**config.mk**
```make
export PLATFORM = sky130hd
export DESIGN_NAME = quant_sequencer
export DESIGN_NICKNAME = d
export VERILOG_FILES = /design/src/rtl/quant_pkg.sv /design/src/rtl/quantizer_unit.sv /design/src/rtl/quant_sequencer.sv
export SDC_FILE = /design/constraint.sdc
export NUM_CORES = 1
export LEC_CHECK = 0
export BUFFER_PORTS_ARGS = -buffer_cell sky130_fd_sc_hd__buf_2
export CORE_MARGIN = 1.5
export CORE_UTILIZATION = 40
export CTS_BUF_LIST = sky130_fd_sc_hd__clkbuf_2
export CTS_CLUSTER_SIZE = 10
export DETAILED_ROUTE_END_ITERATION = 10
export PLACE_DENSITY = 0.54
export SYNTH_ARGS = -nofsm -noshare
export SYNTH_HDL_FRONTEND = slang
export SYNTH_HIERARCHICAL = 1
export SYNTH_SLANG_ARGS = --single-unit
```
**constraint.sdc**
```tcl
create_clock -name clk -period 18.3 [get_ports clk]
set_clock_uncertainty 0.05 [all_clocks]
set_input_delay 3.66 -clock clk [delete_from_list [all_inputs] [get_ports clk]]
set_output_delay 3.66 -clock clk [all_outputs]
set_load 0.02 [all_outputs]
```
**src/rtl/quant_pkg.sv**
```systemverilog
// Shared types, constants and arithmetic helpers for the quantizing sequencer.
package quant_pkg;

  typedef enum logic [1:0] {
    QM_INT8 = 2'd0,
    QM_INT4 = 2'd1,
    QM_BIN  = 2'd2
  } qmode_e;

  typedef enum logic [2:0] {
    ST_IDLE   = 3'd0,
    ST_CAL    = 3'd1,
    ST_SEARCH = 3'd2,
    ST_QUANT  = 3'd3,
    ST_FLUSH  = 3'd4,
    ST_DONE   = 3'd5
  } qseq_state_e;

  localparam logic [31:0] QMAX_INT8 = 32'd127;
  localparam logic [31:0] QMAX_INT4 = 32'd7;

  // Encoding 3 is reserved and behaves as INT8.
  function automatic qmode_e decode_mode(input logic [1:0] m);
    case (m)
      2'd1:    return QM_INT4;
      2'd2:    return QM_BIN;
      default: return QM_INT8;
    endcase
  endfunction

  // Round-half-up right shift of an unsigned magnitude.
  function automatic logic [31:0] round_shift(input logic [31:0] mag, input logic [4:0] sh);
    if (sh == 5'd0) return mag;
    return (mag + (32'd1 << (sh - 5'd1))) >> sh;
  endfunction

endpackage

```
**src/rtl/quantizer_unit.sv**
```systemverilog
// Combinational quantizer: sign-magnitude rounding shift with symmetric saturation
// to INT8 / INT4, plus a sign bit for binary mode (1 = non-negative).
module quantizer_unit
  import quant_pkg::*;
#(
  parameter int IN_W = 16
) (
  input  logic [IN_W-1:0] data,
  input  logic [4:0]      shift,
  output logic [7:0]      q8,
  output logic [3:0]      q4,
  output logic            qb
);

  logic            neg;
  logic [IN_W:0]   mag;
  logic [31:0]     rnd;
  logic [6:0]      mag8;
  logic [2:0]      mag4;

  // Rounding is applied to the magnitude so that ties go away from zero.
  always_comb begin
    neg  = data[IN_W-1];
    mag  = neg ? ({1'b0, ~data} + (IN_W+1)'(1)) : {1'b0, data};
    rnd  = round_shift(32'(mag), shift);
    mag8 = (rnd > QMAX_INT8) ? 7'd127 : rnd[6:0];
    mag4 = (rnd > QMAX_INT4) ? 3'd7 : rnd[2:0];
    q8   = neg ? (8'd0 - {1'b0, mag8}) : {1'b0, mag8};
    q4   = neg ? (4'd0 - {1'b0, mag4}) : {1'b0, mag4};
    qb   = ~neg;
  end

endmodule

```
**src/rtl/quant_sequencer.sv**
```systemverilog
// Streams one tensor through quantizer_unit and packs INT8 / INT4 / binary bytes.
// Optional calibration pass (max-abs + shift search) built when QSEQ_AUTO_SHIFT_EN is defined.
module quant_sequencer
  import quant_pkg::*;
#(
  parameter int IN_W  = 16,
  parameter int LEN_W = 12
) (
  input  logic             clk,
  input  logic             rst,
  input  logic             start,
  input  logic [1:0]       mode,
  input  logic [LEN_W-1:0] len,
  input  logic             auto_shift,
  input  logic [4:0]       shift_cfg,
  output logic             rd_en,
  output logic [LEN_W-1:0] rd_addr,
  input  logic [IN_W-1:0]  rd_data,
  output logic             out_valid,
  input  logic             out_ready,
  output logic [7:0]       out_data,
  output logic             out_last,
  output logic             busy,
  output logic             done,
  output logic [4:0]       shift_used,
  output qseq_state_e      fsm_state
);

  // Handshake: a byte transfers on a cycle where out_valid && out_ready. While
  // out_valid && !out_ready the byte and out_last are frozen and no read is issued;
  // a read already in flight is parked in the holding register.

  qseq_state_e      state, state_nx;
  qmode_e           mode_dec, mode_q;
  logic [LEN_W-1:0] len_q, cons_cnt;
  logic             rd_pending, hold_valid;
  logic [IN_W-1:0]  hold_data, elem_data;
  logic [7:0]       pack_reg, packed_byte, base_byte, load_data;
  logic [3:0]       pack_cnt, per_byte_m1;
  logic             out_free, elem_avail, consume, byte_full, last_elem, last_accept;
  logic             flush_load, load, load_last;
  logic [7:0]       q8;
  logic [3:0]       q4;
  logic             qb;

`ifdef QSEQ_AUTO_SHIFT_EN
  logic [IN_W:0]    maxabs, rd_abs;
  logic [4:0]       cand;
  logic [31:0]      search_rnd, qmax;
  logic             search_pass, go_cal;

  // maxabs is one bit wider so the most negative input is represented exactly.
  always_comb begin
    rd_abs      = rd_data[IN_W-1] ? ({1'b0, ~rd_data} + (IN_W+1)'(1)) : {1'b0, rd_data};
    search_rnd  = round_shift(32'(maxabs), cand);
    qmax        = (mode_q == QM_INT4) ? QMAX_INT4 : QMAX_INT8;
    search_pass = (search_rnd <= qmax) || (cand >= 5'(IN_W));
    go_cal      = auto_shift && (mode_dec != QM_BIN);
  end
`else
  logic unused_auto_shift;
  assign unused_auto_shift = auto_shift;
`endif

  assign elem_data = hold_valid ? hold_data : rd_data;

  quantizer_unit #(.IN_W(IN_W)) u_quant (
    .data  (elem_data),
    .shift (shift_used),
    .q8    (q8),
    .q4    (q4),
    .qb    (qb)
  );

  always_comb begin
    mode_dec    = decode_mode(mode);
    out_free    = !out_valid || out_ready;
    last_accept = out_valid && out_ready && out_last;
    rd_en       = 1'b0;
    if (state == ST_QUANT) rd_en = (rd_addr < len_q) && out_free;
`ifdef QSEQ_AUTO_SHIFT_EN
    if (state == ST_CAL) rd_en = (rd_addr < len_q);
`endif
    elem_avail = (state == ST_QUANT) && (hold_valid || rd_pending);
    consume    = elem_avail && out_free;
    busy       = (state != ST_IDLE);
    fsm_state  = state;
  end

  always_comb begin
    case (mode_q)
      QM_INT4: per_byte_m1 = 4'd1;
      QM_BIN:  per_byte_m1 = 4'd7;
      default: per_byte_m1 = 4'd0;
    endcase
    byte_full = (pack_cnt == per_byte_m1);
    last_elem = (cons_cnt == (len_q - LEN_W'(1)));
    // Starting a fresh byte clears stale bits so a flushed partial byte is zero-filled.
    base_byte = (pack_cnt == 4'd0) ? 8'h00 : pack_reg;
    case (mode_q)
      QM_INT4: packed_byte = pack_cnt[0] ? {q4, base_byte[3:0]} : {4'h0, q4};
      QM_BIN:  packed_byte = base_byte | (8'(qb) << pack_cnt[2:0]);
      default: packed_byte = q8;
    endcase
    flush_load = (state == ST_FLUSH) && (pack_cnt != 4'd0) && out_free;
    load       = (consume && byte_full) || flush_load;
    load_data  = flush_load ? pack_reg : packed_byte;
    load_last  = flush_load || last_elem;
  end

  always_comb begin
    state_nx = state;
    case (state)
      ST_IDLE: begin
        if (start) begin
          if (len == '0) state_nx = ST_DONE;
`ifdef QSEQ_AUTO_SHIFT_EN
          else if (go_cal) state_nx = ST_CAL;
`endif
          else state_nx = ST_QUANT;
        end
      end
`ifdef QSEQ_AUTO_SHIFT_EN
      ST_CAL:    if (rd_addr == len_q) state_nx = ST_SEARCH;
      ST_SEARCH: if (search_pass) state_nx = ST_QUANT;
`endif
      ST_QUANT: begin
        if (last_accept) state_nx = ST_DONE;
        else if (consume && last_elem && !byte_full) state_nx = ST_FLUSH;
      end
      ST_FLUSH: if (last_accept) state_nx = ST_DONE;
      ST_DONE:  state_nx = ST_IDLE;
      default:  state_nx = ST_IDLE;
    endcase
  end

  always_ff @(posedge clk) begin
    if (rst) begin
      state      <= ST_IDLE;
      mode_q     <= QM_INT8;
      len_q      <= '0;
      rd_addr    <= '0;
      cons_cnt   <= '0;
      rd_pending <= 1'b0;
      hold_valid <= 1'b0;
      hold_data  <= '0;
      pack_reg   <= '0;
      pack_cnt   <= '0;
      out_valid  <= 1'b0;
      out_data   <= '0;
      out_last   <= 1'b0;
      done       <= 1'b0;
      shift_used <= '0;
`ifdef QSEQ_AUTO_SHIFT_EN
      maxabs     <= '0;
      cand       <= '0;
`endif
    end else begin
      state      <= state_nx;
      done       <= (state == ST_DONE);
      rd_pending <= rd_en;
      if (rd_en) rd_addr <= rd_addr + LEN_W'(1);

      if (state == ST_IDLE && start) begin
        mode_q     <= mode_dec;
        len_q      <= len;
        rd_addr    <= '0;
        cons_cnt   <= '0;
        pack_cnt   <= '0;
        pack_reg   <= '0;
        hold_valid <= 1'b0;
        if (state_nx == ST_QUANT) shift_used <= (mode_dec == QM_BIN) ? 5'd0 : shift_cfg;
`ifdef QSEQ_AUTO_SHIFT_EN
        maxabs     <= '0;
        cand       <= '0;
`endif
      end

`ifdef QSEQ_AUTO_SHIFT_EN
      if (state == ST_CAL) begin
        if (rd_pending && (rd_abs > maxabs)) maxabs <= rd_abs;
        if (state_nx == ST_SEARCH) rd_addr <= '0;
      end
      if (state == ST_SEARCH) begin
        if (search_pass) shift_used <= cand;
        else cand <= cand + 5'd1;
      end
`endif

      if (state == ST_QUANT && rd_pending && !out_free) begin
        hold_valid <= 1'b1;
        hold_data  <= rd_data;
      end else if (consume && hold_valid) begin
        hold_valid <= 1'b0;
      end

      if (consume) begin
        cons_cnt <= cons_cnt + LEN_W'(1);
        if (byte_full) begin
          pack_cnt <= 4'd0;
        end else begin
          pack_reg <= packed_byte;
          pack_cnt <= pack_cnt + 4'd1;
        end
      end
      if (flush_load) pack_cnt <= 4'd0;

      if (load) begin
        out_valid <= 1'b1;
        out_data  <= load_data;
        out_last  <= load_last;
      end else if (out_ready) begin
        out_valid <= 1'b0;
        out_last  <= 1'b0;
      end
    end
  end

endmodule

```
==> results.json <==
{
  "outcome": "complete, no violations",
  "worst_slack_ps": 8120,
  "cap_violations": 0,
  "cts_hold_buf": 0,
  "htree_levels": 3,
  "criticalPathCategory": "in -> reg",
  "grt_pass1_wl_mm": 38.2,
  "grt_usage": 0.233,
  "leakagePower_uw": 0.00319,
  "layoutNonFillerInstCount": 1370,
  "slew_headroom": 0.412,
  "syn-num-nets": 1160,
  "post_cts_resized": 0,
  "ys_warn_count": 6,
  "p_clk_frac": 0.271,
  "drv_slew": 0,
  "ant_nets": 0,
  "fin_setup_tns_ps": 0,
  "clockBufferDepth": 2,
  "synth_edf_count": 0,
  "hold_path_depth": 2,
  "route.detailed.drc": 0,
  "portBuffers": 71,
  "powerDensity_nw_per_um2": 53.4,
  "synth_ff_type": "dfxtp_1",
  "end_kind": "flop",
  "yosysSeqAreaShare": 0.221,
  "cts.sinks": 87,
  "combPwrFrac": 0.291,
  "synthesis.area_um2": 7880,
  "syn_avg_cell_area_um2": 7.29,
  "drive_gt1_frac": 0.141,
  "synth_cell_types": 96,
  "die_x_um": 143,
  "post_cts_buffers": 0,
  "core.rowCount": 51,
  "cts_buffers": 9,
  "num_vias": 8089,
  "seqPwrFrac": 0.438,
  "finalCriticalPeriod_ps": 10180,
  "grt_pass1_vias": 7300,
  "cts_tree": "done",
  "power_switching_uw": 163,
  "routed-wl-met3_mm": 1.18,
  "rsz0062_at_grt": "no",
  "dieArea_um2": 20600,
  "cts.clk_slew.worst_paths_ps": 280,
  "postLayoutCellArea_um2": 8480,
  "pre_cts_ws_ps": 7640,
  "clk_latency_ps": 600,
  "ios": 73,
  "antenna_found_initial": 2,
  "core-area_um2": 19400,
  "drt_iter0_markers": 672,
  "finish.net_count": 1178,
  "regMostFlops": "hold_data",
  "wirelength_mm": 23.8,
  "switching_share": 0.361,
  "largest_register_ffs": 16,
  "worstMarginPinSlew_ps": 874,
  "reg2reg_from": "hold_valid$_SDFFE_PP0P_",
  "peakVddDrop_mv": 0.0392,
  "whs_ps": 418,
  "maxUsedRoutingLayer": "met4",
  "hp-class": "reg -> reg",
  "critical_path_required_ps": 18790,
  "grt_max_degree": 81,
  "p_int_uw": 289,
  "dp.cells": 1353,
  "fin_crit_sh": 0.557,
  "max_freq_mhz": 98.2,
  "hp-start": "hold_data[3]$_SDFFE_PP0P_",
  "critPathLaunchType": "input pin",
  "reg2reg_depth": 26,
  "grt_overflow_total": 0,
  "dpl_cell_area_um2": 8330,
  "min_to": "hold_data[3]$_SDFFE_PP0P_",
  "dp.final_hpwl_mm": 17.8,
  "synth_async_sr_flop_share": 0,
  "post_drt_wl_per_cell_um": 17.4,
  "hold_viol_final": 0,
  "first_pass_iters": 5,
  "area_growth_pct": 7.56,
  "die_h_um": 143,
  "place.gp.congestion": 0.909,
  "initial_core_util": 0.406,
  "cp.arrival_ps": 10670,
  "wl_met1_mm": 12.0,
  "setup-violations-final": 0,
  "fillCellCount": 2059,
  "crit_fanout": 10,
  "wl_met2_mm": 10.4,
  "ctsRootBufferMaster": "clkbuf_2",
  "syn_inst": 1081,
  "reg2reg_slack_ps": 10230,
  "regToRegEndpoint": "out_data[2]$_SDFFE_PP0P_",
  "vias_per_cell": 5.90,
  "ys_seq_elements": 87
}
-- cell type report --
| type | count | area (µm²) | area share |
|---|---|---|---|
| timing repair buffer | 78 | 408 | 0.0481 |
| multi-input combinational | 884 | 5700 | 0.673 |
| sequential | 87 | 1740 | 0.205 |
| inverter | 39 | 146 | 0.0173 |
| tap | 265 | 332 | 0.0391 |
| clock buffer | 9 | 45.0 | 0.00531 |
| clock inverter | 6 | 97.6 | 0.0115 |
| antenna | 2 | 5.00 | 0.000590 |
-- routing by layer --
metal	GRT usage	up-vias
met5	0	-
met1	0.340	3801
met3	0.0327	26
li1	-	4008
met2	0.361	254
met4	0.0564	0
-- cell usage after synthesis, types with 26 or more instances --
cell      number  area [µm²]
ha_1          38         475
mux2_2        26         293
o21ai_0       65         325
clkbuf_1      58         218
xnor2_1       31         272
nand2_1      142         533
dfxtp_1       87        1740
nor3_1        30         150
nand3_1       48         240
nor2_1        82         308
inv_1         38         143
a21oi_1       93         465
-- power groups by stage --
stage                     clock (µW)  combinational, µW  sequential, µW
after global routing             134                144             199
after CTS                        127                130             198
after detailed placement           0                129             201
after floorplan                    0               97.1             199
final                            123                132             198
after global placement             0                129             201
-- worst max path at each step --
stage	from	end	slack [ps]	cells past startpoint
2_1_floorplan	rd_data[2]	out_data[1]$_SDFFE_PP0P_	8920	26
3_3_place_gp	rd_data[2]	out_data[2]$_SDFFE_PP0P_	7630	27
3_5_place_dp	rd_data[2]	out_data[2]$_SDFFE_PP0P_	7640	27
4_1_cts	rd_data[2]	out_data[2]$_SDFFE_PP0P_	8310	27
5_1_grt	rd_data[2]	out_data[2]$_SDFFE_PP0P_	7780	27
6_report	rd_data[2]	out_data[2]$_SDFFE_PP0P_	8120	27
-- critical path, cell delays in order --
cell and delay, ps:
buf_2 110, mux2_2 310, or4_1 570, or4_4 490, o31ai_1 250, xor2_1 400
inv_1 90, ha_1 430, a21oi_1 270, o21ai_0 190, a211oi_1 400, a21boi_0 260
o21a_1 230, nor4_1 760, a31oi_1 170, a211o_1 390, nand4b_1 240, nor2_4 70
and2_1 150, ha_1 180, nor2_1 110, xnor2_1 190, inv_1 60, o21ai_0 160
a221o_1 160, o21ai_0 160, o22ai_1 200
-- metrics by stage --
step | utilization | power, µW
4_1_cts | 0.437 | 455
6_report | 0.437 | 453
3_5_place_dp | 0.429 | 330
5_1_grt | 0.437 | 477
2_1_floorplan | - | 296
3_3_place_gp | 0.429 | 330
-- cell families after synthesis --
group           Yosys count  share of synthesized area
fa+ha+maj                39                     0.0629
other cells               1                   0.000476
flops                    87                      0.221
compound gates          322                      0.272
simple gates            444                      0.283
mux                      36                     0.0578
xor+xnor                 42                     0.0467
buf+inv                 110                     0.0562
-- cell usage in the layout (no fill, tap or decap), types with 18 or more instances in the layout --
master,synthesis,layout
buf_2,5,71
nor2_1,82,82
mux2_2,26,26
nand2_1,142,142
dfxtp_1,87,87
xnor2_1,31,31
nand3_1,48,48
ha_1,38,38
inv_1,38,38
a21oi_1,93,93
or3_1,18,18
o21ai_0,65,65
nor3_1,30,29
No activity file was read; power rests on OpenSTA's default activity.
